==> src/rtl/pipeline_hazard_ctrl.sv <==
// Hazard/sequencing controller for the 5-stage MIPS pipeline: latch enables/flushes, PC control, data-wait watchdog.
// Optional statistics counters are built when HAZARD_STATS_EN is defined. state_dbg_o encoding: 0 RUN, 1 DWAIT, 2 HALTED.
module pipeline_hazard_ctrl #(
  parameter int REG_W    = 5,
  parameter int DTIMEOUT = 255
) (
  input  logic             CLK,
  input  logic             RST,
  input  logic             ihit,
  input  logic             dhit,
  input  logic             mem_dREN,
  input  logic             mem_dWEN,
  input  logic             mem_Branch,
  input  logic             mem_bne,
  input  logic             mem_zero,
  input  logic             mem_Jump,
  input  logic             mem_halt,
  input  logic             ex_dREN,
  input  logic [REG_W-1:0] ex_wsel,
  input  logic [REG_W-1:0] id_rs,
  input  logic [REG_W-1:0] id_rt,
  output logic             ifid_en,
  output logic             ifid_flush,
  output logic             idex_en,
  output logic             idex_flush,
  output logic             exmem_en,
  output logic             exmem_flush,
  output logic             memwb_en,
  output logic             memwb_flush,
  output logic             pc_en,
  output logic [1:0]       pc_sel,
  output logic             halt_out,
  output logic             err,
  output logic [31:0]      stall_cycles,
  output logic [31:0]      flush_events,
  output logic [1:0]       state_dbg_o
);

  typedef enum logic [1:0] {RUN = 2'd0, DWAIT = 2'd1, HALTED = 2'd2} state_e;

  typedef struct packed {
    logic       ifid_en;
    logic       ifid_flush;
    logic       idex_en;
    logic       idex_flush;
    logic       exmem_en;
    logic       exmem_flush;
    logic       memwb_en;
    logic       memwb_flush;
    logic       pc_en;
    logic [1:0] pc_sel;
  } ctrl_t;

  localparam int WCNT_W = $clog2(DTIMEOUT + 1);
  localparam logic [WCNT_W-1:0] WMAX = WCNT_W'(DTIMEOUT);

  state_e            state_q, state_d;
  logic [WCNT_W-1:0] wcnt_q, wcnt_d;
  logic              err_q;
  ctrl_t             ctrl_c;
  logic              dstall, taken, load_use;

  assign dstall   = (mem_dREN | mem_dWEN) & ~dhit;
  assign taken    = mem_Branch & (mem_zero ^ mem_bne);
  assign load_use = ex_dREN & (ex_wsel != '0) & ((ex_wsel == id_rs) | (ex_wsel == id_rt));

  // A flushed latch is also enabled so that the bubble is actually captured.
  always_comb begin
    ctrl_c  = '0;
    state_d = state_q;
    if (state_q != HALTED) begin
      state_d = RUN;
      if (dstall) begin
        ctrl_c.memwb_en    = 1'b1;
        ctrl_c.memwb_flush = 1'b1;
        state_d            = DWAIT;
      end else if (mem_halt) begin
        ctrl_c.memwb_en = 1'b1;
        state_d         = HALTED;
      end else if (mem_Jump | taken) begin
        ctrl_c             = '{default: 1'b1, memwb_flush: 1'b0, pc_sel: 2'd0};
        ctrl_c.pc_sel      = mem_Jump ? 2'd2 : 2'd1;
      end else if (load_use) begin
        ctrl_c.idex_en    = 1'b1;
        ctrl_c.idex_flush = 1'b1;
        ctrl_c.exmem_en   = 1'b1;
        ctrl_c.memwb_en   = 1'b1;
      end else if (!ihit) begin
        ctrl_c.ifid_en    = 1'b1;
        ctrl_c.ifid_flush = 1'b1;
        ctrl_c.idex_en    = 1'b1;
        ctrl_c.exmem_en   = 1'b1;
        ctrl_c.memwb_en   = 1'b1;
      end else begin
        ctrl_c.ifid_en  = 1'b1;
        ctrl_c.idex_en  = 1'b1;
        ctrl_c.exmem_en = 1'b1;
        ctrl_c.memwb_en = 1'b1;
        ctrl_c.pc_en    = 1'b1;
      end
    end
  end

  // Only stalled cycles spent in DWAIT count; the cycle that enters DWAIT does not.
  always_comb begin
    wcnt_d = '0;
    if (state_q == DWAIT && dstall)
      wcnt_d = (wcnt_q == WMAX) ? wcnt_q : wcnt_q + WCNT_W'(1);
  end

  always_ff @(posedge CLK) begin
    if (RST) begin
      state_q <= RUN;
      wcnt_q  <= '0;
      err_q   <= 1'b0;
    end else begin
      state_q <= state_d;
      wcnt_q  <= wcnt_d;
      err_q   <= err_q | (wcnt_q == WMAX);
    end
  end

  assign {ifid_en, ifid_flush, idex_en, idex_flush, exmem_en, exmem_flush,
          memwb_en, memwb_flush, pc_en, pc_sel} = RST ? '0 : ctrl_c;
  assign halt_out    = ~RST & (state_q == HALTED);
  assign err         = ~RST & err_q;
  assign state_dbg_o = RST ? 2'd0 : state_q;

`ifdef HAZARD_STATS_EN
  logic [31:0] stall_q, flush_q;

  // exmem_flush is raised only by a branch/jump redirect.
  always_ff @(posedge CLK) begin
    if (RST) begin
      stall_q <= '0;
      flush_q <= '0;
    end else begin
      if (!ctrl_c.pc_en && state_q != HALTED) stall_q <= stall_q + 32'd1;
      if (ctrl_c.exmem_flush)                 flush_q <= flush_q + 32'd1;
    end
  end

  assign stall_cycles = RST ? '0 : stall_q;
  assign flush_events = RST ? '0 : flush_q;
`else
  assign stall_cycles = '0;
  assign flush_events = '0;
`endif

endmodule

==> config.mk <==
export PLATFORM = sky130hd
export DESIGN_NAME = pipeline_hazard_ctrl
export DESIGN_NICKNAME = d
export VERILOG_FILES = /design/src/rtl/pipeline_hazard_ctrl.sv
export SDC_FILE = /design/constraint.sdc
export NUM_CORES = 1
export LEC_CHECK = 0
export ABC_AREA = 1
export CORE_ASPECT_RATIO = 0.8
export CORE_MARGIN = 8
export CORE_UTILIZATION = 30
export DETAILED_ROUTE_END_ITERATION = 7
export PLACE_DENSITY = 0.77
export SLEW_MARGIN = 30
export SYNTH_ARGS = -nofsm -noshare
export SYNTH_HDL_FRONTEND = slang
export SYNTH_SLANG_ARGS = --single-unit
==> constraint.sdc <==
create_clock -name CLK -period 1.4 [get_ports CLK]
set_clock_uncertainty 0.15 [all_clocks]
set_input_delay 0.28 -clock CLK [delete_from_list [all_inputs] [get_ports CLK]]
set_output_delay 0.28 -clock CLK [all_outputs]
set_load 0.02 [all_outputs]
==> results.yml, run 1 <==
place:
  port_buffers: 41
  place_congestion: 0.7630
  dp_hpwl_um: 3037
cts:
  clk_latency_ps: 240
  numCtsBuffers: 3
  clock-sinks: 11
  htree_levels: 1
  clk_pin_slew_ps: 50
  cts_buffer_depth: 2
  holdBufCountCts: 0
  cts-root-buf: "clkbuf_8"
  cts_tree: "built"
route:
  routed_wl_um: 3886
  vias_per_cell: 3.822
  vias: 1246
  post_drt_wl_per_cell_um: 11.92
  drt-pass1-iter-count: 4
  drt-initial-drc-count: 42
  drc: 0
  drtAntennaViolNets: 0
critical_path:
  cp_cell_sequence: "inv_4, nand2_8, nand2_4, nor3_4, buf_6, o21ai_4, o21ai_2, buf_6"
  worstPathMaxFanout: 5
  end_kind: "output port"
  max_stage_delay_ps: 340
  startpoint_type: "flip-flop"
  path_class: "reg2out"
  worst_path_dominant_cell_family: "simple AND/OR/NAND/NOR gates"
  cp.required_ps: 970
  crit_top_cell: "buf_6"
  path_buf_inv: 3
  worstPathArrival_ps: 1470
  slowest_stage: "dfxtp_2"
synth:
  synth_seq_area_share_pct: 16.42
  ys_top_cells_by_area: "buf_4 36%, dfxtp_1 16%, nand2_1 10%, inv_1 6.2%, nor2_1 5.3%"
  yosysTopAreaCell: "buf_4"
  synth_top_area_share_pct: 36.38
  syn_area_um2: 1341
  ys_seq_elements: 11
  ys_warn_count: 0
  syn_area_per_cell_um2: 6.706
  synthCells: 200
  synth.distinct_cells: 27
power:
  switchingPower_w: 0.0004635
  total_leakage_power_nw: 1.051
  swShare_pct: 39.90
  internal-power_w: 0.0006982
  seq_power_share_pct: 27.9
  clock_power_share_pct: 28.2
  power_density_nw_per_um2: 582.9
  ir_worst_vdd_mv: 0.3258
  p_comb_share_pct: 43.9
die:
  die-area_um2: 6880
  dieWidth_um: 90.76
  rows: 21
  start_util_pct: 31.71
  die_h_um: 75.81
  core_um2: 4230
  ios: 106
final_layout:
  nNetsFinal: 298
  area_delta_synth_final_pct: 48.60
  drive_gt1_share_pct: 38.66
  final_common_cell: "conb_1"
  diodes: 0
  final_cell_mix: "64 x conb_1, 27 x nand2_1, 21 x buf_4"
  multi_input_area_um2: 914.6
  final_util_pct: 47.12
  fill_cells: 426
  regArea_um2: 230.2
timing:
  setup-violations-final: 16
  layout_min_cycle_time_ps: 1896
  timing.final.crit_share_pct: 135.4
  timing.final.max_slew_violations: 0
  hold_viol: 0
  setup_tns_ps: -4920
  rsz0062_at_grt: "yes"
  fmax_mhz: 527.5
  setup_ws_ps: -495.7
status:
  violations: "negative setup slack"
  status: "finished with violations"
global_routing:
  antenna_found_initial: 0
  overflow: 0
  grt_start_max_net_pins: 7
  grt_pass1_wl_um: 5671
  grt_pass1_vias: 1294
  grt_use_total_pct: 10.19
min_path:
  hp-class: "in2reg"
flow_run:
  maxCapViolations: 0
## power groups by stage
stage / clock network [W] / registers, W / logic, W
final: 0.000328 / 0.000324 / 0.000511
after global routing: 0.000359 / 0.000324 / 0.000547
after CTS: 0.000323 / 0.000324 / 0.000461
after detailed placement: 0 / 0.000330 / 0.000453
after global placement: 0 / 0.000330 / 0.000448
after floorplan: 0 / 0.000330 / 0.000414
## state kept, by name, summed over array words and instances (netlist names)
name	flops
err_q	1
wcnt_q	8
state_q	2
## cells by family (layout without fill, tap and decap cells)
| logic type | count (synthesis) | after routing | synth area share [%] |
|---|---|---|---|
| xor+xnor | 2 | 2 | 1.306 |
| flops | 11 | 11 | 16.42 |
| compound gates | 18 | 18 | 9.422 |
| buf+inv | 94 | 100 | 44.50 |
| fa+ha+maj | 1 | 1 | 0.9327 |
| simple gates | 73 | 73 | 27.15 |
| other cells | 1 | 64 | 0.2796 |
## per-stage QoR
step / hold WS (ps) / total power, W / worst slack (ps) / cells / area [um2]
after floorplan: 191.7 / 0.0007433 / -290.7 / 263 / 1599
after global placement: 307.9 / 0.0007774 / -1139 / 313 / 1720
after detailed placement: 311.1 / 0.0007829 / -1184 / 313 / 1720
after CTS: 314.3 / 0.001108 / -458.5 / 322 / 1851
after global routing: 323.4 / 0.001230 / -542.3 / 326 / 1993
final: 313.4 / 0.001162 / -495.7 / 326 / 1993
## cell usage after synthesis
cell	instances
nand3_1	6
nand2_2	1
xnor2_1	2
ha_1	1
o21a_1	1
nor4_2	1
nand3_2	2
conb_1	1
dfxtp_1	11
o21ai_0	3
or2_1	1
inv_1	22
a21oi_1	4
a31oi_1	4
nor2_1	19
nand2_4	1
nor2_2	2
inv_2	7
o21bai_4	1
nand4_1	1
buf_4	65
nor3_4	2
nand2_8	1
a211oi_2	1
nand2_1	36
o21ai_2	2
o21ai_1	2
## worst paths after layout
| path | slack (ps) | startpoint | endpoint | cells past startpoint |
|---|---|---|---|---|
| worst max register to register | -50 | state_q[0] | wcnt_q[6] | 9 |
| worst min register to register | 330 | wcnt_q[5] | wcnt_q[5] | 2 |
| worst max-delay path | -500 | state_q[0] | idex_flush | 8 |
| worst min-delay path | 310 | mem_dREN | state_q[0] | 4 |
## cell type report
type / instances / share of cell area (%)
Inverter: 29 / 5.712
Multi-Input combinational cell: 158 / 45.89
Tap cell: 57 / 3.578
Clock buffer: 4 / 2.260
Sequential cell: 11 / 11.55
Timing Repair Buffer: 67 / 31.01
## routing by layer
metal | track usage [%] | vias to the layer above | wire length (um)
met1 | 10.68 | 551 | 1522
met5 | 0 | - | 0
met2 | 18.92 | 54 | 2024
li1 | - | 628 | -
met4 | 6.618 | 0 | 160
met3 | 1.969 | 13 | 179
## worst reg2reg max path, cell delays in order (launching register included)
cell and delay (ps):
dfxtp_2 340, inv_4 50, buf_4 130, buf_6 110, nor2_4 120, buf_6 110
nand3_4 80, inv_4 100, o21ai_1 70, a31oi_1 130
## repair_timing
item	4_1_cts	5_1_grt
gates resized for setup	131	40
endpoints found under the setup margin	23	23
hold endpoints to repair	0	0
buffers inserted	5	4
pin swaps	20	14
Power figures use the tool's default switching activity.
==> run 2: changes to the inputs <==
--- a/config.mk
+++ b/config.mk
@@ -11,6 +11,7 @@
 export CORE_UTILIZATION = 30
 export DETAILED_ROUTE_END_ITERATION = 7
 export PLACE_DENSITY = 0.77
+export SETUP_SLACK_MARGIN = 0.4
 export SLEW_MARGIN = 30
 export SYNTH_ARGS = -nofsm -noshare
 export SYNTH_HDL_FRONTEND = slang
==> run 2 against run 1 <==
Effect of this change: the run still ends with negative setup slack left; core utilization grew 0.18 points; maximum frequency grew 2.0%; final area grew 0.38%; sequential share of layout area grew 0.27 points; global-route usage shrank 0.079 points; sequential power shrank 1%; worst hold slack lost 33 ps; total power shrank 2.0%; cell count grew 1.5%; register-to-register slack gained 70 ps; worst setup slack gained 37 ps.
==> results.yml, run 2 (synthesized netlist as in run 1, its figures left out) <==
die:
  dieWidth_um: 90.76
  rows: 21
  core_um2: 4230
  ios: 106
  start_util_pct: 31.71
  die-area_um2: 6880
  die_h_um: 75.81
critical_path:
  max_stage_delay_ps: 320
  cp_cell_sequence: "inv_2, nand2_8, nand2_4, nor3_4, inv_2, nor4_4, buf_4"
  worstPathMaxFanout: 3
  cp.required_ps: 970
  end_kind: "output port"
  slowest_stage: "dfxtp_2"
  startpoint_type: "flip-flop"
  worstPathArrival_ps: 1430
  path_class: "reg2out"
  crit_top_cell: "inv_2"
cts:
  clk_pin_slew_ps: 50
  holdBufCountCts: 0
  numCtsBuffers: 3
  cts_buffer_depth: 2
  htree_levels: 1
  cts-root-buf: "clkbuf_8"
  clk_latency_ps: 240
  cts_tree: "built"
  clock-sinks: 11
timing:
  rsz0062_at_grt: "yes"
  timing.final.max_slew_violations: 0
  fmax_mhz: 538.0
  setup_ws_ps: -458.8
  timing.final.crit_share_pct: 132.8
  setup-violations-final: 13
  layout_min_cycle_time_ps: 1859
  hold_viol: 0
route:
  drtAntennaViolNets: 0
  post_drt_wl_per_cell_um: 11.37
  routed_wl_um: 3765
  drt-initial-drc-count: 35
  vias_per_cell: 3.825
  drc: 0
  vias: 1266
  drt-pass1-iter-count: 4
final_layout:
  area_delta_synth_final_pct: 49.16
  largest_register: "wcnt_q"
  nNetsFinal: 303
  top_regs: "wcnt_q x8, state_q x2, err_q x1"
  fill_cells: 420
  drive_gt1_share_pct: 39.78
  stdcell_area_um2: 2001
  diodes: 0
  final_common_cell: "conb_1"
  largest_reg_flops: 8
  final_cell_mix: "64 x conb_1, 29 x nand2_1, 27 x buf_4"
place:
  port_buffers: 41
  dp_hpwl_um: 2988
  dpl_cell_area_um2: 1733
  place_congestion: 0.7735
power:
  seq_power_share_pct: 28.1
  switchingPower_w: 0.0004495
  clock_power_share_pct: 28.1
  p_comb_share_pct: 43.9
  finalPower_w: 0.001139
  swShare_pct: 39.46
  power_density_nw_per_um2: 569.3
  ir_worst_vdd_mv: 0.2018
  internal-power_w: 0.0006895
  total_leakage_power_nw: 1.067
global_routing:
  grt_use_total_pct: 10.11
  grt_start_max_net_pins: 7
  overflow: 0
  grt_pass1_vias: 1261
  antenna_found_initial: 0
  grt_pass1_wl_um: 5720
min_path:
  hp-class: "in2reg"
status:
  status: "finished with violations"
  violations: "negative setup slack"
flow_run:
  maxCapViolations: 0
## run 2: cell type report
| cell class | instances | area [um2] | area share, % |
|---|---|---|---|
| tap | 57 | 71.32 | 3.565 |
| sequential | 11 | 236.5 | 11.82 |
| inverter | 29 | 111.4 | 5.566 |
| multi-input combinational | 158 | 905.9 | 45.28 |
| clock buffer | 4 | 45.04 | 2.251 |
| timing repair buffer | 72 | 630.6 | 31.52 |
## run 2: critical path: cells and delay by family (launching register included)
kind	cells	cell delay (ps)
simple gates	4	520
buf+inv	3	350
flops	1	320
## run 2: final timing paths
check | startpoint | slack [ps] | to | cells after the start
setup / recovery | state_q[0] | -460 | pc_sel[0] | 7
hold / removal | RST | 280 | state_q[0] | 5
setup reg to reg | wcnt_q[1] | 20 | err_q | 6
hold reg to reg | wcnt_q[6] | 330 | wcnt_q[6] | 1
## run 2: power groups by stage
stage	Combinational, W	Sequential, W	Clock, W
CTS	0.000481	0.000320	0.000330
finish	0.000500	0.000320	0.000320
floorplan	0.000416	0.000330	0
detailed placement	0.000453	0.000331	0
global route	0.000535	0.000320	0.000349
global placement	0.000449	0.000330	0
## run 2: routing by layer
metal / track usage, % / part of all wire (%)
met5: 0 / 0
met4: 3.860 / 1.3
met3: 1.181 / 3.6
met2: 20.61 / 57
met1: 10.59 / 38
## run 2: timing repair
item	4_1_cts	5_1_grt
setup buffers	12	5
pin swaps	21	8
gates resized for setup	153	12
setup endpoints to repair	26	25
## run 2: per-stage QoR
stage | cells | utilization, % | hold WS, ps | setup TNS (ps) | worst slack [ps]
final | 331 | 47.29 | 279.9 | -3828 | -458.8
after global placement | 310 | 40.96 | 310.8 | -16480 | -1152
after floorplan | 263 | - | 191.7 | -1834 | -290.7
after CTS | 326 | 46.23 | 255.6 | -3717 | -450.2
after global routing | 331 | 47.29 | 294.5 | -4709 | -533.3
after detailed placement | 310 | 40.96 | 320.6 | -16780 | -1218
